**src/rtl/lc3_mem_arbiter.sv**
```systemverilog
// Two-port arbiter sharing the LC-3 single-port memory between the CPU and an external loader/debug port.
// Tie-break mode: define LC3_ARB_ROUND_ROBIN_EN for round-robin, otherwise the CPU has fixed priority.
module lc3_mem_arbiter #(
  parameter int ADDR_W  = 16,
  parameter int DATA_W  = 16,
  parameter int MEM_LAT = 2
) (
  input  logic              clk,
  input  logic              reset,
  input  logic              cpu_req,
  input  logic              cpu_we,
  input  logic [ADDR_W-1:0] cpu_addr,
  input  logic [DATA_W-1:0] cpu_wdata,
  output logic              cpu_ack,
  output logic [DATA_W-1:0] cpu_rdata,
  input  logic              ext_req,
  input  logic              ext_we,
  input  logic [ADDR_W-1:0] ext_addr,
  input  logic [DATA_W-1:0] ext_wdata,
  output logic              ext_ack,
  output logic [DATA_W-1:0] ext_rdata,
  output logic              mem_en,
  output logic              mem_we,
  output logic [ADDR_W-1:0] mem_addr,
  output logic [DATA_W-1:0] mem_wdata,
  input  logic [DATA_W-1:0] mem_rdata,
  output logic              busy,
  output logic              grant_ext,
  output logic [1:0]        dbg_state
);

  // Handshake: a requester holds req (and its fields) until it sees a one-cycle ack,
  // and drops req on that same edge; req still high in the next IDLE cycle is a new transaction.

  typedef enum logic [1:0] {
    IDLE   = 2'd0,
    ACCESS = 2'd1,
    DONE   = 2'd2
  } state_t;

  localparam logic [2:0] LAT_INIT = 3'(MEM_LAT - 1);

  state_t            state;
  state_t            state_next;
  logic [2:0]        cnt;
  logic              lat_we;
  logic [ADDR_W-1:0] lat_addr;
  logic [DATA_W-1:0] lat_wdata;
  logic              pick_ext;
  logic              any_req;

  assign any_req = cpu_req | ext_req;

`ifdef LC3_ARB_ROUND_ROBIN_EN
  // last_ext records the port granted most recently; reset value 1 lets the CPU win the first tie.
  logic last_ext;

  always_ff @(posedge clk) begin
    if (reset) begin
      last_ext <= 1'b1;
    end else if (state == IDLE && any_req) begin
      last_ext <= pick_ext;
    end
  end

  always_comb begin
    pick_ext = ext_req & (~cpu_req | ~last_ext);
  end
`else
  always_comb begin
    pick_ext = ext_req & ~cpu_req;
  end
`endif

  always_ff @(posedge clk) begin
    if (reset) begin
      state <= IDLE;
    end else begin
      state <= state_next;
    end
  end

  always_comb begin
    state_next = state;
    case (state)
      IDLE:    if (any_req) state_next = ACCESS;
      ACCESS:  if (cnt == 3'd0) state_next = DONE;
      DONE:    state_next = IDLE;
      default: state_next = IDLE;
    endcase
  end

  always_comb begin
    mem_en    = 1'b0;
    mem_we    = 1'b0;
    cpu_ack   = 1'b0;
    ext_ack   = 1'b0;
    busy      = 1'b0;
    mem_addr  = lat_addr;
    mem_wdata = lat_wdata;
    dbg_state = state;
    case (state)
      ACCESS: begin
        mem_en = 1'b1;
        mem_we = lat_we;
        busy   = 1'b1;
      end
      DONE: begin
        cpu_ack = ~grant_ext;
        ext_ack = grant_ext;
        busy    = 1'b1;
      end
      default: ;
    endcase
  end

  // Fields are latched at grant so the requester may change its inputs freely afterwards.
  always_ff @(posedge clk) begin
    if (reset) begin
      cnt       <= 3'd0;
      lat_we    <= 1'b0;
      lat_addr  <= '0;
      lat_wdata <= '0;
      grant_ext <= 1'b0;
      cpu_rdata <= '0;
      ext_rdata <= '0;
    end else begin
      case (state)
        IDLE: begin
          if (any_req) begin
            grant_ext <= pick_ext;
            lat_we    <= pick_ext ? ext_we    : cpu_we;
            lat_addr  <= pick_ext ? ext_addr  : cpu_addr;
            lat_wdata <= pick_ext ? ext_wdata : cpu_wdata;
            cnt       <= LAT_INIT;
          end
        end
        ACCESS: begin
          if (cnt == 3'd0) begin
            if (!lat_we) begin
              if (grant_ext) ext_rdata <= mem_rdata;
              else           cpu_rdata <= mem_rdata;
            end
          end else begin
            cnt <= cnt - 3'd1;
          end
        end
        default: ;
      endcase
    end
  end

endmodule

```
**config.mk**
```make
export PLATFORM = sky130hd
export DESIGN_NAME = lc3_mem_arbiter
export DESIGN_NICKNAME = d
export VERILOG_FILES = /design/src/rtl/lc3_mem_arbiter.sv
export SDC_FILE = /design/constraint.sdc
export NUM_CORES = 1
export LEC_CHECK = 0
export BUFFER_PORTS_ARGS = -buffer_cell sky130_fd_sc_hd__buf_2
export CORE_MARGIN = 2
export CORE_UTILIZATION = 30
export CTS_CLUSTER_SIZE = 10
export DETAILED_ROUTE_END_ITERATION = 16
export PLACE_DENSITY = 0.59
export SLEW_MARGIN = 0
export SYNTH_ARGS = -nofsm -noshare
export SYNTH_HDL_FRONTEND = slang
export SYNTH_SLANG_ARGS = --single-unit
```
**constraint.sdc**
```tcl
create_clock -name clk -period 2.2 [get_ports clk]
set_input_delay 0.33 -clock clk [delete_from_list [all_inputs] [get_ports clk]]
set_output_delay 0.33 -clock clk [all_outputs]
set_load 0.05 [all_outputs]
```
==> key figures, run 1 <==
Placement
  • Post-DP HPWL: 5142 um
  • RD Place Congestion: 0.8023
  • DP Cell Count: 571
  • Port Buffers: 157

Routing
  • DRC errors left: 0
  • Total Wirelength: between 6000 and 7000 um
  • Drt wl/cell: 11.81 um
  • Via count: 2,618
  • Number of vias per cell: 4.460
  • 1st-iter DRT viols: 48
  • Post-route ant nets: 0
  • Drt first pass iters: 4

STA
  • Fin. Hold Viols: 0
  • Final setup vio count: 0
  • Max Fclk: 0.5640 GHz
  • Final Slew Violations: 0
  • Total negative slack: 0 ns
  • Tightest Pin Transition: roughly 0.51 ns
  • Final Skew: ~0.0089 ns
  • Hold WS: 0.2299 ns
  • RSZ-0062 raised after global routing: no
  • Fin crit period: 1.773 ns
  • Max-Slew Margin vs Limit: between 60% and 70%
  • Post-route clock period utilization: around 80%

Finish
  • Share of layout cells above drive strength 1: 40.31%
  • # diodes: 0
  • Synth-to-Final Area Change: 38.38%
  • Post-Route Utilization: between 40% and 50%
  • Layout Cells excl Fill: 587
  • Final #Nets: 542
  • Fill cell count: 973

Floorplanning
  • Die area: around 0.011 mm^2
  • Core Region: 0.009774 mm^2
  • Die height: about 100 um
  • Starting Density: roughly 31%
  • # rows: 36
  • Die Width: 104.2 um
  • Top-Level Pins: between 150 and 200

Logic synthesis
  • Synthesized area: 0.003009 mm^2
  • Avg Cell Area, Syn: 10.10 um^2
  • Cells after Synth: a little under 300
  • Distinct cells, synth: 27
  • Synthesized Nets: 391
  • Yosys reg bits: 71
  • Ys Warns: 0
  • Register area share after synthesis: 47.23%

Worst setup path
  • Setup CP Type: flip-flop to flip-flop
  • CP Data Required Time: 2.43 ns
  • Startpoint Class: flip-flop
  • CP endpoint kind: flip-flop
  • Critical Path AT: 2.00 ns
  • Max FO, Critical Path: 16

Clock tree
  • CTS Hold Bufs: 0
  • Clock Path Buffers: 2
  • Setup Fix Bufs, Post-CTS: 0
  • Number of H-tree levels: 3
  • CTS tree: built
  • PostCTS Resize Cnt: 0
  • Clock Latency Late Sink: 0.35 ns
  • Clk pin slew, worst setup/hold paths: 0.08 ns
  • Root buf cell: clkbuf_8
  • Num CTS Buffers: 9
  • Sink Count: 71

GRT
  • Global-route wire length before repair: 11,430 um
  • Largest net degree at the start of global routing: 67
  • Initial antenna violation count: 0
  • Overflow left after global routing: 0
  • Total GRT Usage: a little over an eighth
  • Number of global-route vias before repair: between 2,000 and 2,500

Flow run
  • Max Cap Viol: 0

Outcome
  • Status: complete, no violations

Power
  • Power Dens Cells: 1423 mW/mm^2
  • Maximum VDD drop: 0.4700 mV
  • Tot Pwr: around 6 mW
  • Pleak: 2.075 nW

Min path
  • Hold crit path type: input port to flip-flop
-- cell type report --
type | count | area, um^2 | share of cell area [%]
Timing Repair Buffer | 162 | 860.8 | 20.67
Clock buffer | 11 | 151.4 | 3.636
Clock inverter | 5 | 103.9 | 2.494
Sequential cell | 71 | 1421 | 34.13
Multi-Input combinational cell | 201 | 1445 | 34.71
Tap cell | 133 | 166.4 | 3.996
Inverter | 4 | 15.01 | 0.3606
-- kinds of logic after synthesis --
family | after synthesis | synth area share (%)
compound gates | 42 | 10.15
mux | 66 | 21.95
buf+inv | 26 | 5.114
fa+ha+maj | 7 | 2.910
flops | 71 | 47.23
simple gates | 86 | 12.64
-- synth_stat cells --
master,n,area share (%)
a21oi_1,4,0.67
a31oi_1,1,0.21
clkbuf_1,10,1.2
nand3b_1,1,0.25
and3b_1,1,0.29
buf_4,2,0.50
buf_6,4,1.5
nor3_1,2,0.33
nor2_1,70,8.7
buf_2,2,0.33
o41ai_1,1,0.29
inv_1,4,0.50
buf_1,3,0.37
a211oi_1,34,8.5
nor3b_2,1,0.42
mux2i_1,66,22
buf_12,1,0.67
ha_1,7,2.9
and4bb_1,1,0.42
nor2b_1,3,0.62
dfxtp_1,71,47
and2_1,2,0.42
nand2b_1,2,0.42
and2b_1,1,0.25
nand4b_1,1,0.29
o21a_1,2,0.50
nand2_2,1,0.21
-- per-stage QoR --
stage | setup WS (ns) | cell area (um^2)
after floorplan | 0.0006368 | 3012
after global routing | 0.2771 | 4164
after detailed placement | 0.4299 | 3909
after CTS | 0.4140 | 4164
after global placement | 0.5056 | 3909
final | 0.4268 | 4164
-- cell usage in the layout (no fill, tap or decap), types with 4 or more instances in the layout --
cell	Yosys	routed
mux2i_1	66	66
ha_1	7	6
a21oi_1	4	4
a211oi_1	34	34
dfxtp_1	71	71
buf_2	2	157
inv_1	4	4
nor2_1	70	70
clkbuf_8	0	11
-- state kept, by name, indices dropped and copies added (netlist names) --
name,cells
lat_we,1
dbg_state,2
mem_wdata,16
ext_rdata,16
cnt,3
grant_ext,1
mem_addr,16
cpu_rdata,16
-- power breakdown --
part | switching, mW | internal (mW) | total [mW]
combinational | 2.02 | 0.796 | 2.81
clock | 0.492 | 0.815 | 1.31
sequential | 0.183 | 1.62 | 1.81
-- critical path, cell delays in order, from the launching register on --
cell,delay (ns)
dfxtp_1,0.34
inv_1,0.13
ha_2,0.27
and4bb_1,0.24
and2b_1,0.13
buf_4,0.28
mux2i_1,0.23
nor2_1,0.05
-- worst paths after layout --
| kind | startpoint | endpoint | slack, ns | depth (start not counted) |
|---|---|---|---|---|
| max | dbg_state[1]$_SDFFE_PP0P_ | cpu_rdata[7]$_SDFFE_PP0P_ | 0.43 | 7 |
| max reg2reg | dbg_state[1]$_SDFFE_PP0P_ | cpu_rdata[7]$_SDFFE_PP0P_ | 0.43 | 7 |
| min | mem_rdata[2] | ext_rdata[2]$_SDFFE_PP0P_ | 0.23 | 3 |
| min reg2reg | cnt[1]$_SDFFE_PP0P_ | cnt[1]$_SDFFE_PP0P_ | 0.48 | 2 |
-- layer usage --
metal	vias to the layer above	global-route usage [%]	part of all wire (%)
met5	-	0	0
met4	0	7.239	2.0
met3	11	5.013	9.7
met2	119	18.56	41
met1	1144	17.02	47
li1	1344	-	-
No activity file was read; power rests on OpenSTA's default activity.
==> run 2, diff against run 1 <==
PLACE_DENSITY = 0.61   (was 0.59)
clock period = 1.4 ns   (was 2.2 ns; I/O delays follow)
==> key figures, run 2 (synthesized netlist as in run 1, its figures left out) <==
Outcome
  • Status: finished with violations (was complete, no violations)
  • Failing checks: negative setup slack

STA
  • Max-Slew Margin vs Limit: 75.68% (was 65.95%)
  • Max Fclk: 0.6310 GHz (was 0.5640 GHz)
  • Final setup vio count: 39 (was 0)
  • Final Slew Violations: 0 (unchanged)
  • Total negative slack: -5.251 ns (was 0 ns)
  • Fin crit period: 1.585 ns (was 1.773 ns)
  • Setup ws final: -0.1848 ns (was 0.4268 ns)
  • RSZ-0062 raised after global routing: yes (was no)
  • Tightest Pin Transition: 0.3644 ns (was 0.5089 ns)
  • Final Skew: 0.01035 ns (was 0.008880 ns)
  • Fin. Hold Viols: 0 (unchanged)
  • Post-route clock period utilization: 113.2% (was 80.60%)

Power
  • Power Dens Cells: 2204 mW/mm^2 (was 1423 mW/mm^2)
  • Sw frac: 46.35% (was 45.43%)
  • Pleak: 2.242 nW (was 2.075 nW)
  • Maximum VDD drop: 1.063 mV (was 0.4700 mV)
  • Combinational power share: 56.4% (was 47.5%)
  • Clock network fraction of total power: 15.3% (was 22.1%)
  • Sequential share of power: 28.3% (was 30.5%)
  • Tot Pwr: 10.11 mW (was 5.927 mW)
  • Sw Pwr: 4.685 mW (was 2.693 mW)
  • Pint: 5.422 mW (was 3.234 mW)

Placement
  • Post-DP HPWL: 5787 um (was 5142 um)
  • Port Buffers: 157 (unchanged)
  • RD Place Congestion: 0.8002 (was 0.8023)
  • Pre-CTS WS: -0.1286 ns (was 0.4299 ns)

Worst setup path
  • Startpoint Class: flip-flop (unchanged)
  • Worst Reg-to-Reg Cells: 8 (was 7)
  • Slowest stage delay, CP: 0.36 ns (was 0.34 ns)
  • Cell depth of the worst setup path: 8 (was 7)
  • CP Cell Sequence: buf_6 > ha_4 > and4bb_1 > buf_4 > nand2_4 > buf_12 > mux2i_4 > nor2_1 (was inv_1 > ha_2 > and4bb_1 > and2b_1 > buf_4 > mux2i_1 > nor2_1)
  • Slowest cell on crit path: dfxtp_4 (was dfxtp_1)
  • CP Data Required Time: 1.64 ns (was 2.43 ns)
  • Delay-heaviest family, CP: buffers and inverters (was simple AND/OR/NAND/NOR gates)
  • CP bufs+invs: 3 (was 2)
  • Critical Path AT: 1.83 ns (was 2.00 ns)
  • CP endpoint kind: flip-flop (unchanged)
  • Max FO, Critical Path: 8 (was 16)
  • Setup CP Type: flip-flop to flip-flop (unchanged)

Flow run
  • Max Cap Viol: 0 (unchanged)

Routing
  • Number of vias per cell: 4.566 (was 4.460)
  • Drt first pass iters: 4 (unchanged)
  • DRC errors left: 0 (unchanged)
  • 1st-iter DRT viols: 60 (was 48)
  • Post-route ant nets: 0 (unchanged)
  • Drt wl/cell: 13.62 um (was 11.81 um)
  • Via count: 2,776 (was 2,618)
  • Total Wirelength: 8282 um (was 6933 um)

Floorplanning
  • Die Width: 104.2 um (unchanged)
  • Die area: 0.01085 mm^2 (unchanged)
  • Core Region: 0.009774 mm^2 (unchanged)
  • Die height: 104.2 um (unchanged)
  • Starting Density: 30.79% (unchanged)
  • # rows: 36 (unchanged)
  • Top-Level Pins: 158 (unchanged)

GRT
  • Number of global-route vias before repair: 2,685 (was 2,384)
  • Largest net degree at the start of global routing: 34 (was 67)
  • Overflow left after global routing: 0 (unchanged)
  • Initial antenna violation count: 0 (unchanged)
  • Total GRT Usage: 15.08% (was 13.10%)
  • Global-route wire length before repair: 13,090 um (was 11,430 um)

Clock tree
  • CTS Hold Bufs: 0 (unchanged)
  • CTS tree: built (unchanged)
  • Root buf cell: clkbuf_8 (unchanged)
  • Clock Latency Late Sink: 0.34 ns (was 0.35 ns)
  • Num CTS Buffers: 9 (unchanged)
  • Clock Path Buffers: 2 (unchanged)
  • Clk pin slew, worst setup/hold paths: 0.08 ns (about the same)
  • Number of H-tree levels: 3 (unchanged)
  • Sink Count: 71 (unchanged)

Finish
  • Synth-to-Final Area Change: 52.39% (was 38.38%)
  • Commonest non-fill, non-tap cell in the layout: buf_2 (unchanged)
  • Post-Route Utilization: 46.92% (was 42.60%)
  • Final #Nets: 563 (was 542)
  • Most frequent cells in the layout: 152 x buf_2, 70 x nor2_1, 67 x dfxtp_1 (was 157 x buf_2, 71 x dfxtp_1, 70 x nor2_1)
  • Share of layout cells above drive strength 1: 49.05% (was 40.31%)
  • # diodes: 0 (unchanged)

Min path
  • Cell depth of the worst min-delay path: 3 (unchanged)
  • Hold crit path type: input port to flip-flop (unchanged)
==> run 2: cell types whose count changed in the layout (fill, tap and decap cells not counted), sizes merged <==
cell      before  now
buf          162  181
bufbuf         0    1
bufinv         3    0
clkinv         2    3
clkinvlp       0    1
inv            4    6
==> run 2: tightest hold or removal path: cells and delay by family <==
kind	cells	cell delay [ns]
buffers and inverters	1	0.09
AND/OR/NAND/NOR	1	0.07
multiplexers	1	0.06
==> run 2: through the flow <==
| step | hold slack, ns | std cells | instance area, um^2 |
|---|---|---|---|
| finish | 0.1134 | 608 | 4586 |
| global route | 0.1052 | 608 | 4586 |
| CTS | 0.1038 | 605 | 4477 |
| detailed placement | 0.4721 | 584 | 4073 |
| global placement | 0.4609 | 584 | 4073 |
| floorplan | 0.3056 | 298 | 3055 |
==> run 2: layer usage <==
metal	wire (um)	vias up	track usage (%)
met5	0	-	0
met4	100	0	5.502
met3	683	7	4.825
met2	3728	132	24.34
met1	3769	1247	18.84
li1	-	1390	-
==> run 2: final timing paths <==
path	to	slack, ns	startpoint
worst max-delay path	ext_rdata[15]$_SDFFE_PP0P_	-0.18	dbg_state[0]$_SDFFE_PP0P_
worst min-delay path	ext_rdata[1]$_SDFFE_PP0P_	0.11	mem_rdata[1]
worst max register to register	ext_rdata[15]$_SDFFE_PP0P_	-0.18	dbg_state[0]$_SDFFE_PP0P_
worst min register to register	cpu_rdata[9]$_SDFFE_PP0P_	0.49	cpu_rdata[9]$_SDFFE_PP0P_
==> run 2: repair_timing <==
| item | 4_1_cts | 5_1_grt |
|---|---|---|
| cloned | 3 | 0 |
| buffers inserted | 2 | 3 |
| resized for setup | 30 | 24 |
| pin swaps | 3 | 8 |
| endpoints found under the hold margin | 0 | 0 |
| endpoints found under the setup margin | 48 | 71 |
==> run 2: area by class of cell <==
class	instances	area, um^2
multi-input combinational	201	1595
clock inverter	6	41.29
tap	133	166.4
timing repair buffer	183	1185
inverter	4	17.52
clock buffer	10	148.9
sequential	71	1431
fill	956	5189
==> run 2: power by group through the flow <==
stage               combinational (mW)  sequential [mW]  clock, mW
global placement                  4.74             2.90          0
CTS                               5.45             2.84       1.62
global route                      6.04             2.92       1.70
finish                            5.70             2.86       1.55
detailed placement                4.82             2.89          0
floorplan                         1.98             4.57          0
